### src/rtl/mult8_rev_pkg.sv
// -----------------------------------------------------------------------------
// mult8_rev_pkg
// Shared widths and direction encodings for the reversible 8x8 multiplier stage.
//   OP_W    : operand width (8)
//   PROD_W  : product / divider width (16)
//   DIR_FWD : dir value selecting the forward (multiply) path
//   DIR_BWD : dir value selecting the backward (divide) path
// -----------------------------------------------------------------------------
package mult8_rev_pkg;

    localparam int OP_W   = 8;
    localparam int PROD_W = 16;

    localparam logic DIR_FWD = 1'b0;
    localparam logic DIR_BWD = 1'b1;

endpackage : mult8_rev_pkg

### src/rtl/div16_restoring.sv
// -----------------------------------------------------------------------------
// div16_restoring
// Combinational unsigned 16/16 restoring divider, fully unrolled so the whole
// quotient settles within one clock period.
// Ports:
//   dividend_i    [15:0] : numerator
//   divisor_i     [15:0] : denominator
//   quotient_o    [15:0] : floor(dividend / divisor); forced to 0 when divisor is 0
//   div_by_zero_o        : high when divisor_i == 0
// -----------------------------------------------------------------------------
module div16_restoring
    import mult8_rev_pkg::*;
(
    input  logic [PROD_W-1:0] dividend_i,
    input  logic [PROD_W-1:0] divisor_i,
    output logic [PROD_W-1:0] quotient_o,
    output logic              div_by_zero_o
);

    logic [PROD_W:0]   rem;
    logic [PROD_W-1:0] quo;

    // One shift/compare/subtract step per quotient bit, MSB first. The partial
    // remainder carries one extra bit so the shifted value can never overflow
    // before the comparison against the divisor.
    always_comb begin
        rem = '0;
        quo = '0;
        for (int i = PROD_W - 1; i >= 0; i--) begin
            rem = {rem[PROD_W-1:0], dividend_i[i]};
            if (rem >= {1'b0, divisor_i}) begin
                rem    = rem - {1'b0, divisor_i};
                quo[i] = 1'b1;
            end
        end
    end

    assign div_by_zero_o = (divisor_i == '0);

    // A zero divisor would otherwise yield an all-ones quotient.
    assign quotient_o = div_by_zero_o ? '0 : quo;

endmodule : div16_restoring

### src/rtl/mult8_reversible.sv
// -----------------------------------------------------------------------------
// mult8_reversible
// Bidirectional 8x8 multiplier stage for the reversible pipeline. One registered
// output stage, 1-cycle latency, no handshake.
// Ports:
//   clk            : clock, outputs update on rising edge
//   rst_n          : asynchronous active-low reset, clears all outputs
//   dir            : 0 = forward (multiply), 1 = backward (divide)
//   f_a, f_b  [7:0]: forward operands
//   f_extra   [7:0]: reserved forward byte, has no effect
//   f_p      [15:0]: forward product f_a * f_b
//   f_a_b     [7:0]: forward pass-through of f_a
//   r_p      [15:0]: backward product; upper byte carries the extra byte
//   r_a_b    [15:0]: backward pass-through A, used whole as the divisor
//   r_a       [7:0]: recovered A (r_a_b[7:0])
//   r_b       [7:0]: recovered B (low byte of r_p / r_a_b, 0 on divide by zero)
//   r_extra   [7:0]: recovered extra byte (r_p[15:8])
// The outputs of the direction not selected are zeroed on every edge.
// -----------------------------------------------------------------------------
module mult8_reversible
    import mult8_rev_pkg::*;
(
    input  logic              clk,
    input  logic              rst_n,
    input  logic              dir,
    input  logic [OP_W-1:0]   f_a,
    input  logic [OP_W-1:0]   f_b,
    input  logic [OP_W-1:0]   f_extra,
    output logic [PROD_W-1:0] f_p,
    output logic [OP_W-1:0]   f_a_b,
    input  logic [PROD_W-1:0] r_p,
    input  logic [PROD_W-1:0] r_a_b,
    output logic [OP_W-1:0]   r_a,
    output logic [OP_W-1:0]   r_b,
    output logic [OP_W-1:0]   r_extra
);

    logic [PROD_W-1:0] f_p_d,     f_p_q;
    logic [OP_W-1:0]   f_a_b_d,   f_a_b_q;
    logic [OP_W-1:0]   r_a_d,     r_a_q;
    logic [OP_W-1:0]   r_b_d,     r_b_q;
    logic [OP_W-1:0]   r_extra_d, r_extra_q;

    logic [PROD_W-1:0] quotient;
    logic              div_by_zero;
    logic [PROD_W-1:0] product;

    div16_restoring u_div (
        .dividend_i    (r_p),
        .divisor_i     (r_a_b),
        .quotient_o    (quotient),
        .div_by_zero_o (div_by_zero)
    );

    // Operands are widened before multiplying so the full 16-bit product is kept.
    assign product = {{(PROD_W-OP_W){1'b0}}, f_a} * {{(PROD_W-OP_W){1'b0}}, f_b};

    // f_extra is reserved; the high quotient byte is dropped by design (truncation).
    logic unused_bits;
    assign unused_bits = ^{f_extra, quotient[PROD_W-1:OP_W]};

    always_comb begin
        f_p_d     = '0;
        f_a_b_d   = '0;
        r_a_d     = '0;
        r_b_d     = '0;
        r_extra_d = '0;
        if (dir == DIR_FWD) begin
            f_p_d   = product;
            f_a_b_d = f_a;
        end else begin
            r_a_d     = r_a_b[OP_W-1:0];
            r_b_d     = div_by_zero ? '0 : quotient[OP_W-1:0];
            r_extra_d = r_p[PROD_W-1:OP_W];
        end
    end

    // Output register stage
    always_ff @(posedge clk or negedge rst_n) begin
        if (!rst_n) begin
            f_p_q     <= '0;
            f_a_b_q   <= '0;
            r_a_q     <= '0;
            r_b_q     <= '0;
            r_extra_q <= '0;
        end else begin
            f_p_q     <= f_p_d;
            f_a_b_q   <= f_a_b_d;
            r_a_q     <= r_a_d;
            r_b_q     <= r_b_d;
            r_extra_q <= r_extra_d;
        end
    end

    assign f_p     = f_p_q;
    assign f_a_b   = f_a_b_q;
    assign r_a     = r_a_q;
    assign r_b     = r_b_q;
    assign r_extra = r_extra_q;

endmodule : mult8_reversible

### config.mk
export PLATFORM = sky130hd
export DESIGN_NAME = mult8_reversible
export DESIGN_NICKNAME = d
export VERILOG_FILES = /design/src/rtl/mult8_rev_pkg.sv /design/src/rtl/div16_restoring.sv /design/src/rtl/mult8_reversible.sv
export SDC_FILE = /design/constraint.sdc
export NUM_CORES = 1
export LEC_CHECK = 0
export ABC_CLOCK_PERIOD_IN_PS = 800
export BUFFER_PORTS_ARGS = -buffer_cell sky130_fd_sc_hd__buf_2
export CAP_MARGIN = 20
export CORE_MARGIN = 10
export CORE_UTILIZATION = 45
export DETAILED_ROUTE_END_ITERATION = 6
export PLACE_DENSITY = 0.62
export SLEW_MARGIN = 30
export SYNTH_ARGS = -nofsm -noshare
export SYNTH_HDL_FRONTEND = slang
export SYNTH_HIERARCHICAL = 1
export SYNTH_SLANG_ARGS = --single-unit
### constraint.sdc
create_clock -name clk -period 0.8 [get_ports clk]
set_input_delay 0.16 -clock clk [delete_from_list [all_inputs] [get_ports clk]]
set_output_delay 0.16 -clock clk [all_outputs]
set_load 0.01 [all_outputs]
### Word-level counts from Yosys, hierarchy flattened

Index checks and enable logic that the tools add are counted.

| storage, ports and cells | value |
|---|---|
| bits in writable memories | 0 |
| input port bits | 59 |
| bits in read-only memories | 0 |
| output and inout bits | 48 |
| word-level logic and storage cells | 67 |
| memories | 0 |
| latch bits | 0 |
| bits in registers | 48 |

| operators by class | value |
|---|---|
| $lt $le $gt $ge | 16 |
| shifts and indexed selects | 0 |
| divide/modulo/power cells | 0 |
| equal/unequal tests | 0 |
| bitwise gates (word level) | 0 |
| reductions and logical operators | 1 |
| multiply operators | 1 |
| add/subtract/negate cells | 15 |
| muxes and demuxes | 29 |

Operators with widths:

| operator | number |
|---|---|
| $mux 16 | 16 |
| $ge 17x16->1 | 15 |
| $sub 16x16->16 | 14 |
| $mux 8 | 5 |
| $ge 1x16->1 | 1 |
| $logic_not 16->1 | 1 |
| $mul 8x8->16 | 1 |
| $sub 1x16->16 | 1 |
| $mux 1 | 8 |

### Logic depth before layout (Yosys ltp)

| depth | value |
|---|---|
| word-level depth | 34 |
| gate-level depth with buffers | 263 |

### By module

Netlist, hierarchy kept.

By module, submodules not included:

| module | times used | area an instance (um^2) | cells each |
|---|---|---|---|
| div16_restoring | 1 | 13721.9 | 1890 |
| mult8_reversible | 1 | 3629.7 | 343 |

### Worst setup path after synthesis

OpenSTA, ideal clock, no wires.

| timing path | value |
|---|---|
| path type | input port to flip-flop |
| start | input port r_a_b[1] |
| end | register r_b_q[0], in the netlist r_b[0] |
| data arrival time | 46631 ps |
| required time | 681 ps |
| cell stages on the path | 256 |
| path slack | -45950 ps |
| path buffers | 16 |
| library setup time | 119 ps |
| path through | inv_1 ha_1 o21ai_1 nor2_1 mux2_2 inv_1 ha_1 nor2b_1 o211a_1 a211oi_1 a211o_1 o31a_1 nand2_1 o21ai_0 inv_1 ha_1 nor2b_1 o31a_1 [220 not listed] mux2i_1 ha_1 nor2b_1 o21a_1 o21a_1 o21ai_0 nand2b_1 a21oi_1 nor2b_1 o21ai_0 nand2b_1 a21oi_1 o21ai_0 a21o_1 a21o_1 a211oi_1 a31oi_1 and2_1 |

| on the way | value |
|---|---|
| cells in the longest elaborated chain, start to end | 34 |
| elaborated cells between the ends (all ways) | 50 |
| those cells by class | 15 x add/sub; 16 x order compare; 18 x mux; 1 x reduce/logical |

Ends and longest elaborated chain:

| what | line | RTL |
|---|---|---|
| start, declared | mult8_reversible.sv:32 | `input logic [PROD_W-1:0] r_a_b,` |
| $sub 1x16->16 / $ge 1x16->1 (equally long branches) | div16_restoring.sv:32, div16_restoring.sv:31 |  |
| $mux 16 | div16_restoring.sv:31 | `if (rem >= {1'b0, divisor_i}) begin` |
| $sub 16x16->16 / $ge 17x16->1 (equally long branches) | div16_restoring.sv:32, div16_restoring.sv:31 |  |
| $mux 16 | div16_restoring.sv:31 |  |
| $sub 16x16->16 / $ge 17x16->1 (equally long branches) | div16_restoring.sv:32, div16_restoring.sv:31 |  |
| $mux 16 | div16_restoring.sv:31 |  |
| $sub 16x16->16 / $ge 17x16->1 (equally long branches) | div16_restoring.sv:32, div16_restoring.sv:31 |  |
| $mux 16 | div16_restoring.sv:31 |  |
| [20 not listed] | n/a |  |
| $sub 16x16->16 / $ge 17x16->1 (equally long branches) | div16_restoring.sv:32, div16_restoring.sv:31 |  |
| $mux 16 | div16_restoring.sv:31 |  |
| $ge 17x16->1 * | div16_restoring.sv:31 |  |
| $mux 1 * | div16_restoring.sv:31 |  |
| net quotient[0] | mult8_reversible.sv:44 | `logic [PROD_W-1:0] quotient;` |
| $mux 8 * | mult8_reversible.sv:73 | `r_b_d = div_by_zero ? '0 : quotient[OP_W-1:0];` |
| $mux 8 * | mult8_reversible.sv:68 | `if (dir == DIR_FWD) begin` |
| net r_b_d[0] | mult8_reversible.sv:41 | `logic [OP_W-1:0] r_b_d, r_b_q;` |
| end signal, assigned | mult8_reversible.sv:90 | `r_b_q <= r_b_d;` |
| end, declared | mult8_reversible.sv:41 |  |

Mark *: on every way through the listed nets, which the timed path passes. The rest lies on a longest branch.

### Final worst setup path

| timing path | value |
|---|---|
| start | input port r_a_b[12] |
| end | register r_b_q[0], in the netlist r_b[0] |

| on the way | value |
|---|---|
| cells in the longest elaborated chain, start to end | 34 |
| elaborated cells between the ends (all ways) | 50 |
| those cells by class | 15 x add/sub; 16 x order compare; 18 x mux; 1 x reduce/logical |

Ends and longest elaborated chain:

| what | line |
|---|---|
| $sub 1x16->16 / $ge 1x16->1 (equally long branches) | div16_restoring.sv:32, div16_restoring.sv:31 |
| $mux 16 | div16_restoring.sv:31 |
| $sub 16x16->16 / $ge 17x16->1 (equally long branches) | div16_restoring.sv:32, div16_restoring.sv:31 |
| $mux 16 | div16_restoring.sv:31 |
| $sub 16x16->16 / $ge 17x16->1 (equally long branches) | div16_restoring.sv:32, div16_restoring.sv:31 |
| $mux 16 | div16_restoring.sv:31 |
| $sub 16x16->16 / $ge 17x16->1 (equally long branches) | div16_restoring.sv:32, div16_restoring.sv:31 |
| $mux 16 | div16_restoring.sv:31 |
| [20 not listed] | n/a |
| $sub 16x16->16 / $ge 17x16->1 (equally long branches) | div16_restoring.sv:32, div16_restoring.sv:31 |
| $mux 16 | div16_restoring.sv:31 |
| $ge 17x16->1 * | div16_restoring.sv:31 |
| $mux 1 * | div16_restoring.sv:31 |
| net quotient[0] | mult8_reversible.sv:44 |
| $mux 8 * | mult8_reversible.sv:73 |
| $mux 8 * | mult8_reversible.sv:68 |
| net r_b_d[0] | mult8_reversible.sv:41 |

Marked as above.

==> results.sh <==
export IMPL_grt_overflow=0
export IMPL_syn_area_mm2=0.0173
export IMPL_switching_share_pct=43.8
export IMPL_grt_usage_pct=30.6
export IMPL_vias_per_cell=5.91
export IMPL_cpMostUsedCell="o21ai_2"
export IMPL_port_buffers=98
export IMPL_boundaryPins=107
export IMPL_start_kind="input port"
export IMPL_grt_max_degree=49
export IMPL_ant_nets=0
export IMPL_cpMaxStageDelayCell="or4_4"
export IMPL_drv_slew=0
export IMPL_cp_max_fo=8
export IMPL_die_h_um=216
export IMPL_syn_num_nets=2611
export IMPL_fin_crit_sh_pct=4950
export IMPL_cts_sinks=48
export IMPL_clk_pin_slew_ns=0.11
export IMPL_die_area_mm2=0.0467
export IMPL_violations="negative setup slack"
export IMPL_final_common_cell="buf_4"
export IMPL_comb_power_share_pct=91.3
export IMPL_dr_total_vias=23200
export IMPL_crit_type="in2reg"
export IMPL_tritoncts="yes"
export IMPL_firstDrtPassIters=6
export IMPL_cellPowerDensity_mw_per_mm2=2220
export IMPL_wirelength_mm=82.1
export IMPL_maxSlewHeadroom_pct=50.4
export IMPL_worst_ep_arrival_time_ns=39.82
export IMPL_max_freq_ghz=0.0253
export IMPL_nFillCells=2380
export IMPL_crit_required_ns=1.04
export IMPL_internal_power_uw=37500
export IMPL_drt_drc_violations_left=0
export IMPL_clockBufferDepth=2
export IMPL_wire_per_inst_um=21.0
export IMPL_p_switching_uw=29200
export IMPL_final_net_count=3789
export IMPL_regArea_mm2=0.00120
export IMPL_fin_util_pct=79.5
export IMPL_grt_use_met3_pct=4.12
export IMPL_antenna_found_initial=3
export IMPL_rows=71
export IMPL_met1_usage_pct=36.3
export IMPL_seqPwrFrac_pct=4.5
export IMPL_p_leak_uw=0.0154
export IMPL_irDropWorstVdd_mv=5.43
export IMPL_syn_inst=2225
export IMPL_rsz0062_at_grt="yes"
export IMPL_core_mm2=0.0378
export IMPL_worst_slack_ns=-38.78
export IMPL_drtIter0Drc=1970
export IMPL_area_growth_pct=73.7
export IMPL_post_synth_cell_area_avg_um2=7.78
export IMPL_setup_viol=71
export IMPL_hpwl_mm=54.5
export IMPL_yosys_warnings=6
export IMPL_min_period_ns=39.58
export IMPL_grt_pass1_vias=22800
export IMPL_htreeDepth=2
export IMPL_hold_viol_final=0
export IMPL_initial_utilization_pct=45.7
export IMPL_top_usage_layer="met2"
export IMPL_worst_hold_slack_ns=0.0789
export IMPL_slowest_delay_ns=0.43
export IMPL_status="finished, violations left"
export IMPL_end_kind="flip-flop"
export IMPL_worstMarginPinSlew_ns=0.743
export IMPL_ctsRootBufferMaster="clkbuf_16"
export IMPL_drive_gt1_share_pct=52.7
export IMPL_hold_depth=2
export IMPL_multi_input_area_mm2=0.0180
export IMPL_fp_dieW_um=216
export IMPL_min_path_type="in2reg"
export IMPL_cts_buffers=5
export IMPL_gr_usage_met2_pct=53.7
export IMPL_grt_pass1_wl_mm=118
export IMPL_clockPowerShare_pct=4.3
export IMPL_maxCapViolCount=0
export IMPL_gp_congestion=0.977
export IMPL_final_cell_mix="1054 x buf_4, 207 x ha_1, 171 x inv_1, 147 x nor2_1, 139 x nand2_1"
## stage by stage
| stage | worst slack [ns] | cells | area (um^2) | setup TNS, ns | total power, uW |
|---|---|---|---|---|---|
| after global routing | -40.30 | 3915 | 30100 | -276.00 | 70900 |
| final | -38.78 | 3917 | 30100 | -266.11 | 66700 |
| after detailed placement | -39.95 | 3634 | 25300 | -273.44 | 49300 |
| after floorplan | -39.30 | 2225 | 18200 | -261.63 | 32500 |
| after global placement | -38.56 | 3634 | 25300 | -265.27 | 47800 |
| after CTS | -37.60 | 3846 | 28100 | -258.18 | 58000 |
## what timing repair did
action                     CTS  global route
setup buffers              203            74
setup endpoints to repair   71            71
hold buffers                 1             0
hold endpoints to repair    48             0
gates cloned                 2             0
pin swaps                  201           221
gates resized for setup    249           289
## routing by layer
metal,vias up,share of wire [%],routed length [um]
met5,-,0.016,13
met3,426,8.0,6530
met4,2,6.5,5350
met2,1232,47,38900
li1,10400,-,-
met1,11100,38,31200
## critical path: cells and delay by family
family                   cells  cell delay, ns
AO/OA/AOI/OAI              131           22.13
AND/OR/NAND/NOR             38            6.39
buffers and inverters       33            4.16
adder cells (fa/ha/maj)     15            3.58
multiplexers                10            3.27
## registers in the layout, indices dropped and copies added, names as in the netlist
name / cells
f_p: 16
f_a_b: 8
r_a: 8
r_b: 8
r_extra: 8
## cell type report
class,instances,area share [%]
Multi-Input combinational cell,1948,59.9
Clock buffer,5,0.416
Inverter,200,2.53
Tap cell,511,2.13
Timing Repair Buffer,1200,30.9
Clock inverter,3,0.141
Sequential cell,48,3.99
Antenna cell,2,0.0166
## path summary, 6_finish.rpt
path	startpoint	end	slack (ns)
setup / recovery	r_a_b[12]	r_b[0]	-38.78
hold / removal	f_a[6]	f_a_b[6]	0.08
min in group asynchronous	rst_n	f_p[3]	0.39
max in group asynchronous	rst_n	r_b[7]	0.14
## power groups by stage
stage | Clock [uW] | Sequential [uW] | Combinational, uW
after floorplan | 0 | 3170 | 29400
after global placement | 0 | 2980 | 44800
after detailed placement | 0 | 2970 | 46300
after CTS | 2810 | 2960 | 52200
after global routing | 2900 | 3010 | 65000
final | 2840 | 2990 | 60900
Power figures use the tool's default switching activity.
